**src/rtl/mips_multicycle_ctrl_pkg.sv**
```systemverilog
// mips_ctrl_pkg: shared encodings for the multicycle MIPS controller
package mips_ctrl_pkg;

  typedef enum logic [3:0] {
    FETCH   = 4'd0,
    DECODE  = 4'd1,
    MEMADR  = 4'd2,
    MEMRD   = 4'd3,
    MEMWB   = 4'd4,
    MEMWR   = 4'd5,
    RTYPEEX = 4'd6,
    RTYPEWB = 4'd7,
    BEQEX   = 4'd8,
    ADDIEX  = 4'd9,
    ADDIWB  = 4'd10,
    JEX     = 4'd11
  } statetype_t;

  localparam logic [5:0] OP_LW    = 6'b100011;
  localparam logic [5:0] OP_SW    = 6'b101011;
  localparam logic [5:0] OP_RTYPE = 6'b000000;
  localparam logic [5:0] OP_BEQ   = 6'b000100;
  localparam logic [5:0] OP_ADDI  = 6'b001000;
  localparam logic [5:0] OP_J     = 6'b000010;

  localparam logic [5:0] F_ADD = 6'b100000;
  localparam logic [5:0] F_SUB = 6'b100010;
  localparam logic [5:0] F_AND = 6'b100100;
  localparam logic [5:0] F_OR  = 6'b100101;
  localparam logic [5:0] F_SLT = 6'b101010;

  localparam logic [1:0] SRCB_B     = 2'b00;
  localparam logic [1:0] SRCB_4     = 2'b01;
  localparam logic [1:0] SRCB_IMM   = 2'b10;
  localparam logic [1:0] SRCB_IMMSH = 2'b11;

  localparam logic [1:0] PCSRC_ALU    = 2'b00;
  localparam logic [1:0] PCSRC_ALUOUT = 2'b01;
  localparam logic [1:0] PCSRC_JUMP   = 2'b10;

  localparam logic [1:0] ALUOP_ADD   = 2'b00;
  localparam logic [1:0] ALUOP_SUB   = 2'b01;
  localparam logic [1:0] ALUOP_FUNCT = 2'b10;

  localparam logic [2:0] ALU_AND = 3'b000;
  localparam logic [2:0] ALU_OR  = 3'b001;
  localparam logic [2:0] ALU_ADD = 3'b010;
  localparam logic [2:0] ALU_SUB = 3'b110;
  localparam logic [2:0] ALU_SLT = 3'b111;

endpackage

```
**src/rtl/mips_multicycle_ctrl_aludec.sv**
```systemverilog
// aludec: maps aluop and funct to the 3-bit ALU operation
module aludec
  import mips_ctrl_pkg::*;
(
  input  logic [1:0] aluop,
  input  logic [5:0] funct,
  output logic [2:0] alucontrol
);
  logic [2:0] funct_ctl;
  // funct field decode; unknown functs fall back to AND so the output is never X
  always_comb begin
    funct_ctl = ALU_AND;
    case (funct)
      F_ADD:   funct_ctl = ALU_ADD;
      F_SUB:   funct_ctl = ALU_SUB;
      F_AND:   funct_ctl = ALU_AND;
      F_OR:    funct_ctl = ALU_OR;
      F_SLT:   funct_ctl = ALU_SLT;
      default: funct_ctl = ALU_AND;
    endcase
  end
  // aluop 01 subtracts for beq, 10 defers to funct, 00 and 11 add
  always_comb begin
    alucontrol = aluop == ALUOP_SUB   ? ALU_SUB :
                 aluop == ALUOP_FUNCT ? funct_ctl : ALU_ADD;
  end
endmodule

```
**src/rtl/mips_multicycle_ctrl.sv**
```systemverilog
// mips_multicycle_ctrl: Moore control FSM and ALU decode for the multicycle MIPS datapath
module mips_multicycle_ctrl
  import mips_ctrl_pkg::*;
(
  input  logic       clk,
  input  logic       reset,
  input  logic [5:0] op,
  input  logic [5:0] funct,
  input  logic       zero,
  output logic       iord,
  output logic       memwrite,
  output logic       irwrite,
  output logic       regdst,
  output logic       memtoreg,
  output logic       regwrite,
  output logic       alusrca,
  output logic [1:0] alusrcb,
  output logic [1:0] pcsrc,
  output logic       pcen,
  output logic [2:0] alucontrol,
  output logic [3:0] state
);
  statetype_t state_q, state_d;
  logic       pcwrite, branch;
  logic [1:0] aluop;

  // state register; active-low reset forces FETCH without waiting for a clock
  always_ff @(posedge clk or negedge reset) begin
    if (!reset) state_q <= FETCH;
    else        state_q <= state_d;
  end

  // next-state logic; unsupported opcodes and stray encodings return to FETCH
  always_comb begin
    state_d = FETCH;
    case (state_q)
      FETCH:   state_d = DECODE;
      DECODE:
        case (op)
          OP_LW, OP_SW: state_d = MEMADR;
          OP_RTYPE:     state_d = RTYPEEX;
          OP_BEQ:       state_d = BEQEX;
          OP_ADDI:      state_d = ADDIEX;
          OP_J:         state_d = JEX;
          default:      state_d = FETCH;
        endcase
      MEMADR:  state_d = op == OP_SW ? MEMWR : MEMRD;
      MEMRD:   state_d = MEMWB;
      RTYPEEX: state_d = RTYPEWB;
      ADDIEX:  state_d = ADDIWB;
      default: state_d = FETCH;
    endcase
  end

  // Moore output decode, every output defaults to inactive
  always_comb begin
    iord     = 1'b0;
    memwrite = 1'b0;
    irwrite  = 1'b0;
    regdst   = 1'b0;
    memtoreg = 1'b0;
    regwrite = 1'b0;
    alusrca  = 1'b0;
    alusrcb  = SRCB_B;
    pcsrc    = PCSRC_ALU;
    pcwrite  = 1'b0;
    branch   = 1'b0;
    aluop    = ALUOP_ADD;
    case (state_q)
      FETCH: begin
        alusrcb = SRCB_4;
        irwrite = 1'b1;
        pcwrite = 1'b1;
      end
      DECODE:  alusrcb = SRCB_IMMSH;
      MEMADR, ADDIEX: begin
        alusrca = 1'b1;
        alusrcb = SRCB_IMM;
      end
      MEMRD:   iord = 1'b1;
      MEMWR: begin
        iord     = 1'b1;
        memwrite = 1'b1;
      end
      MEMWB: begin
        memtoreg = 1'b1;
        regwrite = 1'b1;
      end
      RTYPEEX: begin
        alusrca = 1'b1;
        aluop   = ALUOP_FUNCT;
      end
      RTYPEWB: begin
        regdst   = 1'b1;
        regwrite = 1'b1;
      end
      ADDIWB:  regwrite = 1'b1;
      BEQEX: begin
        alusrca = 1'b1;
        aluop   = ALUOP_SUB;
        pcsrc   = PCSRC_ALUOUT;
        branch  = 1'b1;
      end
      JEX: begin
        pcsrc   = PCSRC_JUMP;
        pcwrite = 1'b1;
      end
      default: ;
    endcase
  end

  assign pcen  = pcwrite | (branch & zero);
  assign state = state_q;

  aludec u_aludec (
    .aluop      (aluop),
    .funct      (funct),
    .alucontrol (alucontrol)
  );
endmodule

```
**config.mk**
```make
export PLATFORM = sky130hd
export DESIGN_NAME = mips_multicycle_ctrl
export DESIGN_NICKNAME = d
export VERILOG_FILES = /design/src/rtl/mips_multicycle_ctrl_pkg.sv /design/src/rtl/mips_multicycle_ctrl_aludec.sv /design/src/rtl/mips_multicycle_ctrl.sv
export SDC_FILE = /design/constraint.sdc
export NUM_CORES = 1
export LEC_CHECK = 0
export ABC_AREA = 1
export BUFFER_PORTS_ARGS = -buffer_cell sky130_fd_sc_hd__buf_2
export CAP_MARGIN = 30
export CORE_MARGIN = 8
export CORE_UTILIZATION = 32
export CTS_CLUSTER_SIZE = 24
export DETAILED_ROUTE_END_ITERATION = 10
export GPL_ROUTABILITY_DRIVEN = 0
export PLACE_DENSITY = 0.65
export REMOVE_ABC_BUFFERS = 1
export SYNTH_ARGS = -nofsm -noshare
export SYNTH_HDL_FRONTEND = slang
export SYNTH_SLANG_ARGS = --single-unit
```
**constraint.sdc**
```tcl
create_clock -name clk -period 2.8 [get_ports clk]
set_clock_uncertainty 0.1 [all_clocks]
set_input_delay 0.56 -clock clk [delete_from_list [all_inputs] [get_ports clk]]
set_output_delay 0.56 -clock clk [all_outputs]
set_load 0.01 [all_outputs]
```
# Word-level counts from Yosys, hierarchy flattened

Cells that the tools add are included.

Bits in registers: 4
Word-level logic and storage cells: 51
Output and inout bits: 19
Input port bits: 15

Eq/ne operators: 22
Multiplexer cells: 18
Reductions and logical operators: 8
Bitwise logic cells: 2

Operators with widths:

| cell                 | number |
|---|---|
| $eq A6 B6 Y1 const B | 6 |
| $pmux W4 S6          | 1 |
| $pmux W4 S5          | 1 |
| $eq A4 B3 Y1 const B | 4 |
| $eq A4 B4 Y1 const B | 4 |
| $pmux W3 S4          | 1 |
| $mux W1              | 9 |
| $mux W3              | 3 |
| $eq A4 B2 Y1 const B | 2 |
| $pmux W2 S2          | 2 |
| $reduce_or A2 Y1     | 4 |
| $eq A6 B2 Y1 const B | 1 |
| $eq A6 B3 Y1 const B | 1 |
| $eq A6 B4 Y1 const B | 1 |
| $logic_not A6 Y1     | 1 |
| $pmux W2 S3          | 1 |
| $eq A4 B1 Y1 const B | 1 |
| $logic_not A4 Y1     | 1 |
| $reduce_or A4 Y1     | 1 |
| $reduce_or A3 Y1     | 1 |
| $eq A2 B1 Y1 const B | 1 |
| $eq A2 B2 Y1 const B | 1 |
| $and A1 B1 Y1        | 1 |
| $or A1 B1 Y1         | 1 |

# Depth between registers and ports, before layout

Gate-level depths: netlist (run 1).

Depth after elaboration: 5
Depth in mapped cells: 7
Depth with buffers taken out: 7

# Hierarchy

From an unflattened synthesis (run 1), not the netlist that was laid out.

Cells, all modules: 106
Area, all modules: 546.8 um^2

By module, submodules not included:

| module               | cells an instance | sequential area each (um^2) | instances | area an instance (um^2) |
|---|---|---|---|---|
| mips_multicycle_ctrl | 83                | 100.1                       | 1         | 427.9 |
| aludec               | 23                | 0.0                         | 1         | 118.9 |

# Worst setup path before layout (run 1)

Ideal clock, no wire load.

Kind: reg-to-output
Start: register state_q[1], in the netlist state[1]
End: output pcen
Required time: 2.140 ns
Cell stages (with the launch flop): 6
Slack: 1.093 ns
Buffers on the path: 0
Arrival time: 1.047 ns
Cells stage by stage: dfrtp_1 > nor2_1 > inv_1 > nor2_2 > a21oi_1 > o21ai_0

Longest elaborated chain between the ends: 4
Elaborated cells on any way between the ends: 8
Classes of those cells: eq/ne (2); mux (2); bitwise (2); reduce/logical (2)

RTL lines:

| element                                               | line                                                    | RTL |
|---|---|---|
| start: declaration                                    | mips_multicycle_ctrl.sv:23                              | `statetype_t state_q, state_d;` |
| start signal: assignment                              | mips_multicycle_ctrl.sv:30                              | `else state_q <= state_d;` |
| $eq A4 B4 Y1 or $logic_not A4 Y1 (tied branches)      | mips_multicycle_ctrl.sv:69                              | `case (state_q)` |
| $reduce_or A2 Y1 (no line) or $mux W1 (tied branches) | n/a                                                     |  |
| $mux W1 or $and A1 B1 Y1 (tied branches)              | mips_multicycle_ctrl.sv:69, mips_multicycle_ctrl.sv:112 |  |
| $or A1 B1 Y1 (*)                                      | mips_multicycle_ctrl.sv:112                             | `assign pcen = pcwrite \| (branch & zero);` |
| end: declaration                                      | mips_multicycle_ctrl.sv:19                              | `output logic pcen,` |

Mark *: on every way between the ends. The rest lies on a longest branch, timed or not.

# Final worst setup path (run 1)

Start: register state_q[3], in the netlist state[3]
End: output alucontrol[2]

Longest elaborated chain between the ends: 5
Elaborated cells on any way between the ends: 7
Classes of those cells: eq/ne (4); mux (3)

RTL lines:

| element                                      | line                              | RTL |
|---|---|---|
| $eq A4 B4 Y1 or $eq A4 B3 Y1 (tied branches) | mips_multicycle_ctrl.sv:69        |  |
| $pmux W2 S2 (*)                              | mips_multicycle_ctrl.sv:69        |  |
| $eq A2 B2 Y1                                 | mips_multicycle_ctrl_aludec.sv:25 | `aluop == ALUOP_FUNCT ? funct_ctl : ALU_ADD;` |
| $mux W3                                      | mips_multicycle_ctrl_aludec.sv:25 |  |
| $mux W3 (*)                                  | mips_multicycle_ctrl_aludec.sv:24 | `alucontrol = aluop == ALUOP_SUB ? ALU_SUB :` |
| end: declaration                             | mips_multicycle_ctrl.sv:20        | `output logic [2:0] alucontrol,` |

Marks and branches as above.

==> results.sh, run 1 <==
export IMPL_run_status="completed"
export IMPL_ys_ff_latch=4
export IMPL_endpoint="alucontrol[2]"
export IMPL_cts_max_level=1
export IMPL_insertion_delay_ps=230
export IMPL_core_um2=1450
export IMPL_cp_top_family="flip-flops"
export IMPL_cp_depth=6
export IMPL_grt_max_degree=8
export IMPL_clock_sinks=4
export IMPL_worstPathRequired_ps=2140
export IMPL_diodes=0
export IMPL_power_density_nw_per_um2=708
export IMPL_post_cts_buffers=0
export IMPL_drv_cap=0
export IMPL_cts_root_buf="clkbuf_4"
export IMPL_slew_headroom=0.844
export IMPL_cts_buffers=3
export IMPL_path_buf_inv=2
export IMPL_hold_class="in -> async"
export IMPL_leakagePower_nw=0.457
export IMPL_grt_ovfl_total=0
export IMPL_crit_arrival_ps=1420
export IMPL_slew_viol_final=0
export IMPL_ant_nets=0
export IMPL_wl_mm=1.48
export IMPL_hold_violations=0
export IMPL_largest_register_ff_count=4
export IMPL_crit_start="state[3]"
export IMPL_grt_pass1_vias=637
export IMPL_crit_chain="inv_1 > nand2_1 > nor2_1 > nand3_1 > o21ai_0 > buf_2"
export IMPL_pre_cts_ws_ps=862
export IMPL_synthCells=95
export IMPL_worstRegToRegCells=5
export IMPL_io_pins=34
export IMPL_routed_via_density=4.56
export IMPL_tightest_slew_ps=233
export IMPL_area_growth_pct=43.3
export IMPL_ys_seq_area_frac=0.209
export IMPL_dp_cells=144
export IMPL_io_buffers=33
export IMPL_via_count=670
export IMPL_clock_fmax_ghz=0.481
export IMPL_fin_util=0.472
export IMPL_start_util=0.330
export IMPL_die_y_um=54.7
export IMPL_crit_path_start_kind="flop"
export IMPL_drive_gt1_frac=0.282
export IMPL_setup_slack_ps=721
export IMPL_stdcell_count=147
export IMPL_critical_path_max_stage_delay_ps=420
export IMPL_postCtsHoldBufs=0
export IMPL_drt_wirelength_per_cell_um=10.1
export IMPL_hpwlAfterDp_mm=1.31
export IMPL_rsz0062_at_grt="false"
export IMPL_reg2reg_setup_slack_ps=1590
export IMPL_rows=14
export IMPL_synth_avg_cell_area_um2=5.04
export IMPL_crit_slowest_cell="dfrtp_1"
export IMPL_antenna_found_initial=0
export IMPL_finalPower_w=0.000486
export IMPL_reg2reg_to="state[2]"
export IMPL_synth_cell_area_um2=479
export IMPL_dieArea_um2=2990
export IMPL_setup_viol=0
export IMPL_finalCritPeriodShare=0.742
export IMPL_cts_tree="yes"
export IMPL_r2r_start="state[3]"
export IMPL_clkTransAtPathRegs_ps=40
export IMPL_grt_pass1_wl_mm=2.38
export IMPL_cts_resized=0
export IMPL_synth_warning_count=0
export IMPL_vdd_drop_max_v=0.000464
export IMPL_crit_path_end_kind="primary output"
export IMPL_ys_types=12
export IMPL_drc=0
export IMPL_clockBufferDepth=2
export IMPL_nets=148
export IMPL_dieWidth_um=54.7
export IMPL_path_class="reg -> out"
export IMPL_critPathMaxFanout=5
export IMPL_fin_crit_ps=2080
export IMPL_drtPass1Iterations=4
export IMPL_timing_setup_tns_ps=0
export IMPL_grt_usage=0.101
export IMPL_drt_iter0_drc=17
[metrics by stage]
step                      hold WS, ps  cell area (um^2)
after floorplan                   164               479
after global placement            264               664
after detailed placement          267               664
after CTS                        21.6               687
after global routing             21.1               687
final                            25.7               687
[worst min-delay path by stage]
stage	start	end	slack (ps)
3_5_place_dp	reset	state[3]	270
5_1_grt	reset	state[2]	20
6_report	reset	state[0]	30
2_1_floorplan	reset	state[0]	160
4_1_cts	reset	state[0]	20
3_3_place_gp	reset	state[0]	260
[cell usage after synthesis]
library cell  count  share of area
a21oi_1           5          0.052
and2_1            1          0.013
nor2_2            1          0.013
nand3_1           7          0.073
nand2_1          24           0.19
nand4_1           2          0.026
dfrtp_1           4           0.21
nor2_1           26           0.20
o22ai_1           1          0.013
o21ai_0           5          0.052
o211ai_1          1          0.016
inv_1            18           0.14
[report_power, final]
part,total (W),switching [W],internal [W]
Clock,0.0000689,0.0000211,0.0000478
Sequential,0.0000980,0.0000217,0.0000763
Combinational,0.000319,0.000202,0.000117
Total,0.000486,0.000245,0.000241
[placed cells by master, fill, tap and decap left out, drive strengths merged, types with 2 or more instances in the layout]
| cell | synthesis | layout |
|---|---|---|
| a21oi | 5 | 5 |
| clkbuf | 0 | 3 |
| nand3 | 7 | 7 |
| nand4 | 2 | 2 |
| o21ai | 5 | 5 |
| nor2 | 27 | 27 |
| dfrtp | 4 | 4 |
| nand2 | 24 | 24 |
| inv | 18 | 18 |
| buf | 0 | 33 |
[cell type report]
type                       instances  area [um^2]
multi-input combinational         73          312
clock buffer                       3         22.5
timing repair buffer              33          165
sequential                         4          100
tap                               16         20.0
inverter                          18         67.6
fill                             171          767
[layer usage]
layer / GRT usage / wire (um) / vias up
met5: 0 / 0 / -
met4: 0.0246 / 0 / 0
met3: 0.0272 / 227 / 0
met2: 0.170 / 619 / 26
met1: 0.123 / 636 / 277
li1: - / - / 367
[worst reg2reg max path, cell delays in order, from the launching register on]
cell	delay [ps]
dfrtp_1	420
inv_1	130
nand2_1	110
nor2_1	200
nor2_1	70
o211ai_1	100
[kinds of logic (layout without fill, tap and decap cells)]
kind of cell / after synthesis / after routing / share of synthesized area
compound gates: 12 / 12 / 0.133
buf+inv: 18 / 54 / 0.141
flops: 4 / 4 / 0.209
simple gates: 61 / 61 / 0.517
Note: power is estimated with default switching activity, not from simulation.
==> run 2, diff against run 1 <==
--- a/config.mk
+++ b/config.mk
@@ -13,7 +13,7 @@
 export CTS_CLUSTER_SIZE = 24
 export DETAILED_ROUTE_END_ITERATION = 10
 export GPL_ROUTABILITY_DRIVEN = 0
-export PLACE_DENSITY = 0.65
+export PLACE_DENSITY = 0.68
 export REMOVE_ABC_BUFFERS = 1
 export SYNTH_ARGS = -nofsm -noshare
 export SYNTH_HDL_FRONTEND = slang
==> constraint.sdc (replaced) <==
create_clock -name clk -period 1.8 [get_ports clk]
set_clock_uncertainty 0.1 [all_clocks]
set_input_delay 0.36 -clock clk [delete_from_list [all_inputs] [get_ports clk]]
set_output_delay 0.36 -clock clk [all_outputs]
set_load 0.01 [all_outputs]
==> run 2 against run 1 <==
Net effect:
- cell area increased by 10%
- flip-flop and latch count unchanged
- count of clock-buffer cells in the layout unchanged
- routed wire length increased by 6.7%
- worst setup slack got worse by 710 ps
- first-iteration DRC count decreased by 65%
- register-to-register slack got worse by 1000 ps
- via count increased by 1.8%
- combinational power increased by 72%
- die area unchanged
- clock power increased by 64%
==> results.sh, run 2 (synthesis results as in run 1) <==
export IMPL_drv_cap=0
export IMPL_dieWidth_um=54.7
export IMPL_wl_mm=1.58
export IMPL_critical_path_max_stage_delay_ps=440
export IMPL_crit_start="state[3]"
export IMPL_cts_tree="yes"
export IMPL_critPathMaxFanout=5
export IMPL_cts_root_buf="clkbuf_4"
export IMPL_crit_path_end_kind="primary output"
export IMPL_design_area_um2=758
export IMPL_endpoint="alucontrol[2]"
export IMPL_grt_pass1_vias=578
export IMPL_whs_ps=365
export IMPL_via_count=682
export IMPL_drt_iter0_drc=6
export IMPL_worstRegToRegCells=6
export IMPL_routed_via_density=4.55
export IMPL_final_cell_mix="33 x buf_2, 23 x nor2_1, 20 x nand2_1"
export IMPL_leakagePower_nw=0.466
export IMPL_grt_max_degree=8
export IMPL_drtPass1Iterations=4
export IMPL_cp_depth=6
export IMPL_crit_slowest_cell="dfrtp_2"
export IMPL_finalPower_w=0.000838
export IMPL_dieArea_um2=2990
export IMPL_crit_chain="inv_2 > nand2_2 > nor2_4 > nand3_1 > o21ai_0 > buf_2"
export IMPL_tightest_slew_ps=235
export IMPL_largest_register_ff_count=4
export IMPL_r2r_start="state[1]"
export IMPL_power_density_nw_per_um2=1100
export IMPL_crit_path_start_kind="flop"
export IMPL_grt_ovfl_total=0
export IMPL_hold_violations=0
export IMPL_reg2reg_to="state[1]"
export IMPL_clock_fmax_ghz=0.558
export IMPL_drive_gt1_frac=0.418
export IMPL_finalCritPeriodShare=0.996
export IMPL_fin_crit_ps=1790
export IMPL_pre_cts_ws_ps=223
export IMPL_worstPathRequired_ps=1340
export IMPL_hpwlAfterDp_mm=1.31
export IMPL_vdd_drop_max_v=0.000513
export IMPL_path_class="reg -> out"
export IMPL_rows=14
export IMPL_hold_class="in -> async"
export IMPL_stdcell_count=150
export IMPL_area_growth_pct=58.2
export IMPL_place_area_um2=664
export IMPL_grt_usage=0.0980
export IMPL_drt_wirelength_per_cell_um=10.5
export IMPL_cts_buffers=3
export IMPL_io_pins=34
export IMPL_drc=0
export IMPL_clkTransAtPathRegs_ps=40
export IMPL_clockBufferDepth=2
export IMPL_path_buf_inv=2
export IMPL_cts_max_level=1
export IMPL_reg2reg_setup_slack_ps=580
export IMPL_antenna_found_initial=0
export IMPL_diodes=0
export IMPL_slew_viol_final=0
export IMPL_rsz0062_at_grt="true"
export IMPL_setup_slack_ps=8.08
export IMPL_slew_headroom=0.843
export IMPL_clock_sinks=4
export IMPL_ant_nets=0
export IMPL_run_status="completed"
export IMPL_dp_cells=144
export IMPL_final_common_cell="buf_2"
export IMPL_insertion_delay_ps=240
export IMPL_start_util=0.330
export IMPL_cp_top_family="flip-flops"
export IMPL_grt_pass1_wl_mm=2.21
export IMPL_core_um2=1450
export IMPL_die_y_um=54.7
export IMPL_io_buffers=33
export IMPL_setup_viol=0
export IMPL_crit_arrival_ps=1330
export IMPL_nets=151
-- run 2: cell count changes in the layout (fill, tap and decap cells not counted), moves of 2 or more --
| cell | change |
|---|---|
| dfrtp_1 | -4 |
| dfrtp_2 | +4 |
| nor2_1 | -3 |
| nor2_4 | +3 |
| buf_4 | +2 |
| inv_1 | -5 |
| nand2_2 | +3 |
| nand2_1 | -4 |
| inv_2 | +5 |
-- run 2: worst min path at each step --
stage / from / endpoint / slack (ps) / cells past startpoint
2_1_floorplan: reset / state[0] / -40 / 0
3_3_place_gp: reset / state[0] / 60 / 1
3_5_place_dp: reset / state[1] / 70 / 1
4_1_cts: reset / state[3] / 360 / 2
5_1_grt: reset / state[3] / 380 / 2
6_report: reset / state[3] / 370 / 2
-- run 2: through the flow --
step | TNS [ps] | utilization
2_1_floorplan | 0 | -
4_1_cts | 0 | 0.481
3_5_place_dp | 0 | 0.457
3_3_place_gp | 0 | 0.457
5_1_grt | -90.9 | 0.522
6_report | 0 | 0.522
-- run 2: area by class of cell --
class | instances | area, um^2
flip-flops and latches | 4 | 105
well taps | 16 | 20.0
fillers | 162 | 696
inverters | 18 | 67.6
multi-input cells | 73 | 353
clock buffers | 3 | 22.5
repair buffers | 36 | 190
-- run 2: routing by layer --
metal | vias to the layer above | GRT usage | wire [um]
li1 | 378 | - | -
met1 | 273 | 0.108 | 640
met2 | 28 | 0.168 | 697
met3 | 3 | 0.0190 | 219
met4 | 0 | 0.0615 | 24
met5 | - | 0 | 0
-- run 2: power breakdown --
group	switching, W	internal [W]
Combinational	0.000340	0.000207
Sequential	0.0000528	0.000124
Clock	0.0000385	0.0000747
-- run 2: what timing repair did --
item / 4_1_cts / 5_1_grt
setup buffers: 0 / 2
hold endpoints to repair: 4 / 0
resized for setup: 1 / 20
pin swaps: 0 / 3
hold buffers: 1 / 0
setup endpoints to repair: 1 / 6
==> run 3, diff against run 2 <==
--- a/config.mk
+++ b/config.mk
@@ -10,11 +10,13 @@
 export CAP_MARGIN = 30
 export CORE_MARGIN = 8
 export CORE_UTILIZATION = 32
+export CTS_BUF_LIST = sky130_fd_sc_hd__clkbuf_2
 export CTS_CLUSTER_SIZE = 24
 export DETAILED_ROUTE_END_ITERATION = 10
 export GPL_ROUTABILITY_DRIVEN = 0
-export PLACE_DENSITY = 0.68
+export PLACE_DENSITY = 0.65
 export REMOVE_ABC_BUFFERS = 1
+export SETUP_SLACK_MARGIN = 0.3
 export SYNTH_ARGS = -nofsm -noshare
 export SYNTH_HDL_FRONTEND = slang
 export SYNTH_SLANG_ARGS = --single-unit
==> constraint.sdc (replaced) <==
create_clock -name clk -period 2 [get_ports clk]
set_clock_uncertainty 0.1 [all_clocks]
set_input_delay 0.4 -clock clk [delete_from_list [all_inputs] [get_ports clk]]
set_output_delay 0.4 -clock clk [all_outputs]
set_load 0.01 [all_outputs]
==> run 3 against run 2 <==
Net effect:
- critical path depth did not move
- flip-flop and latch count did not move
- die area did not move
- clock power fell by 38%
- sequential share of layout area fell by 0.86 points
- global-route usage rose by 0.11 points
- sequential power fell by 11%
- core utilization rose by 3.4 points
- cell count rose by 2.7%
- power fell by 4.9%
- routed wire length rose by 6.6%
- critical path type unchanged
- critical endpoint is now alusrca
- largest cell class unchanged
- largest power group unchanged
==> results.sh, run 3 (synthesis results as in run 1) <==
export IMPL_clkPwrFrac=0.088
export IMPL_grt_pass1_vias=638
export IMPL_setup_slack_ps=262
export IMPL_place_area_um2=664
export IMPL_dieWidth_um=54.7
export IMPL_final_cell_mix="32 x buf_2, 22 x nor2_1, 18 x nand2_1"
export IMPL_cts_buffers=3
export IMPL_dp_cells=144
export IMPL_clock_fmax_ghz=0.575
export IMPL_tightest_slew_ps=241
export IMPL_leakagePower_nw=0.491
export IMPL_reg2reg_to="state[2]"
export IMPL_die_y_um=54.7
export IMPL_design_area_um2=808
export IMPL_p_int_w=0.000376
export IMPL_grt_max_degree=7
export IMPL_drc=0
export IMPL_nets=155
export IMPL_r2r_start="state[2]"
export IMPL_timing_setup_tns_ps=0
export IMPL_clockBufferDepth=2
export IMPL_final_common_cell="buf_2"
export IMPL_core_um2=1450
export IMPL_path_class="reg -> out"
export IMPL_setup_viol=0
export IMPL_routed_via_density=4.75
export IMPL_drv_cap=0
export IMPL_drive_gt1_frac=0.478
export IMPL_crit_path_end_kind="primary output"
export IMPL_run_status="completed"
export IMPL_rsz0062_at_grt="true"
export IMPL_drt_iter0_drc=15
export IMPL_slew_headroom=0.839
export IMPL_finalCritPeriodShare=0.869
export IMPL_hpwlAfterDp_mm=1.35
export IMPL_switching_share=0.528
export IMPL_dieArea_um2=2990
export IMPL_ant_nets=0
export IMPL_drt_wirelength_per_cell_um=10.9
export IMPL_share_comb_of_total_power=0.715
export IMPL_switchingPower_w=0.000420
export IMPL_slew_viol_final=0
export IMPL_endpoint="alusrca"
export IMPL_multiInputGateArea_um2=368
export IMPL_fill_cells=154
export IMPL_p_seq_frac=0.197
export IMPL_grt_pass1_wl_mm=2.35
export IMPL_clkTransAtPathRegs_ps=40
export IMPL_drtPass1Iterations=4
export IMPL_rows=14
export IMPL_grt_usage=0.0991
export IMPL_area_growth_pct=68.7
export IMPL_wl_mm=1.69
export IMPL_clock_sinks=4
export IMPL_crit_path_start_kind="flop"
export IMPL_reg2reg_setup_slack_ps=660
export IMPL_hold_violations=0
export IMPL_vdd_drop_max_v=0.000555
export IMPL_antenna_found_initial=0
export IMPL_fin_crit_ps=1740
export IMPL_hold_class="in -> async"
export IMPL_io_pins=34
export IMPL_crit_start="state[0]"
export IMPL_cts_max_level=1
export IMPL_cts_tree="yes"
export IMPL_io_buffers=33
export IMPL_cts_root_buf="clkbuf_2"
export IMPL_power_density_nw_per_um2=985
export IMPL_start_util=0.330
export IMPL_worstRegToRegCells=7
export IMPL_insertion_delay_ps=200
export IMPL_ff_latch_area_um2=105
export IMPL_largest_register_ff_count=4
export IMPL_pre_cts_ws_ps=360
export IMPL_grt_ovfl_total=0
export IMPL_crit_arrival_ps=1240
export IMPL_worstPathRequired_ps=1500
export IMPL_diodes=0
export IMPL_stdcell_count=154
export IMPL_via_count=731
export IMPL_critPathMaxFanout=4
## run 3: critical path, cell delays in order, from the launching register on
cell	delay, ps
dfrtp_2	430
inv_2	80
nand2_2	90
inv_2	100
nand2_2	80
o21ai_1	110
buf_2	160
## run 3: power groups by stage
stage	registers (W)	logic, W	clock network (W)
CTS	0.000147	0.000498	0.0000752
global placement	0.000136	0.000453	0
floorplan	0.000147	0.000267	0
finish	0.000157	0.000570	0.0000700
detailed placement	0.000137	0.000458	0
global route	0.000163	0.000639	0.0000817
## run 3: timing repair
| action | 4_1_cts | 5_1_grt |
|---|---|---|
| hold buffers | 1 | 0 |
| gates resized for setup | 14 | 18 |
| setup endpoints to repair | 7 | 10 |
| setup buffers | 2 | 4 |
| endpoints found under the hold margin | 4 | 0 |
| pin swaps | 2 | 2 |
## run 3: metal layers
metal / share of wire / global-route usage
met1: 0.41 / 0.111
met2: 0.48 / 0.183
met3: 0.12 / 0.0217
met4: 0 / 0.0246
met5: 0 / 0
## run 3: worst min path at each step
stage,startpoint,to,slack [ps],cells past startpoint
finish,reset,state[0],430,2
global placement,reset,state[1],100,1
detailed placement,reset,state[1],110,1
global route,reset,state[2],430,2
floorplan,reset,state[0],4,0
CTS,reset,state[3],420,2
## run 3: final cells by class
cell class                 instances  share of cell area
timing repair buffer              40               0.285
multi-input combinational         73               0.455
sequential                         4               0.130
tap                               16              0.0248
inverter                          18              0.0867
clock buffer                       3              0.0186
## run 3: metrics by stage
stage                     hold slack (ps)   util  power, W
after floorplan                      4.41      -  0.000414
after global placement                104  0.457  0.000589
after detailed placement              107  0.457  0.000594
after CTS                             418  0.503  0.000720
after global routing                  428  0.556  0.000883
final                                 432  0.556  0.000796
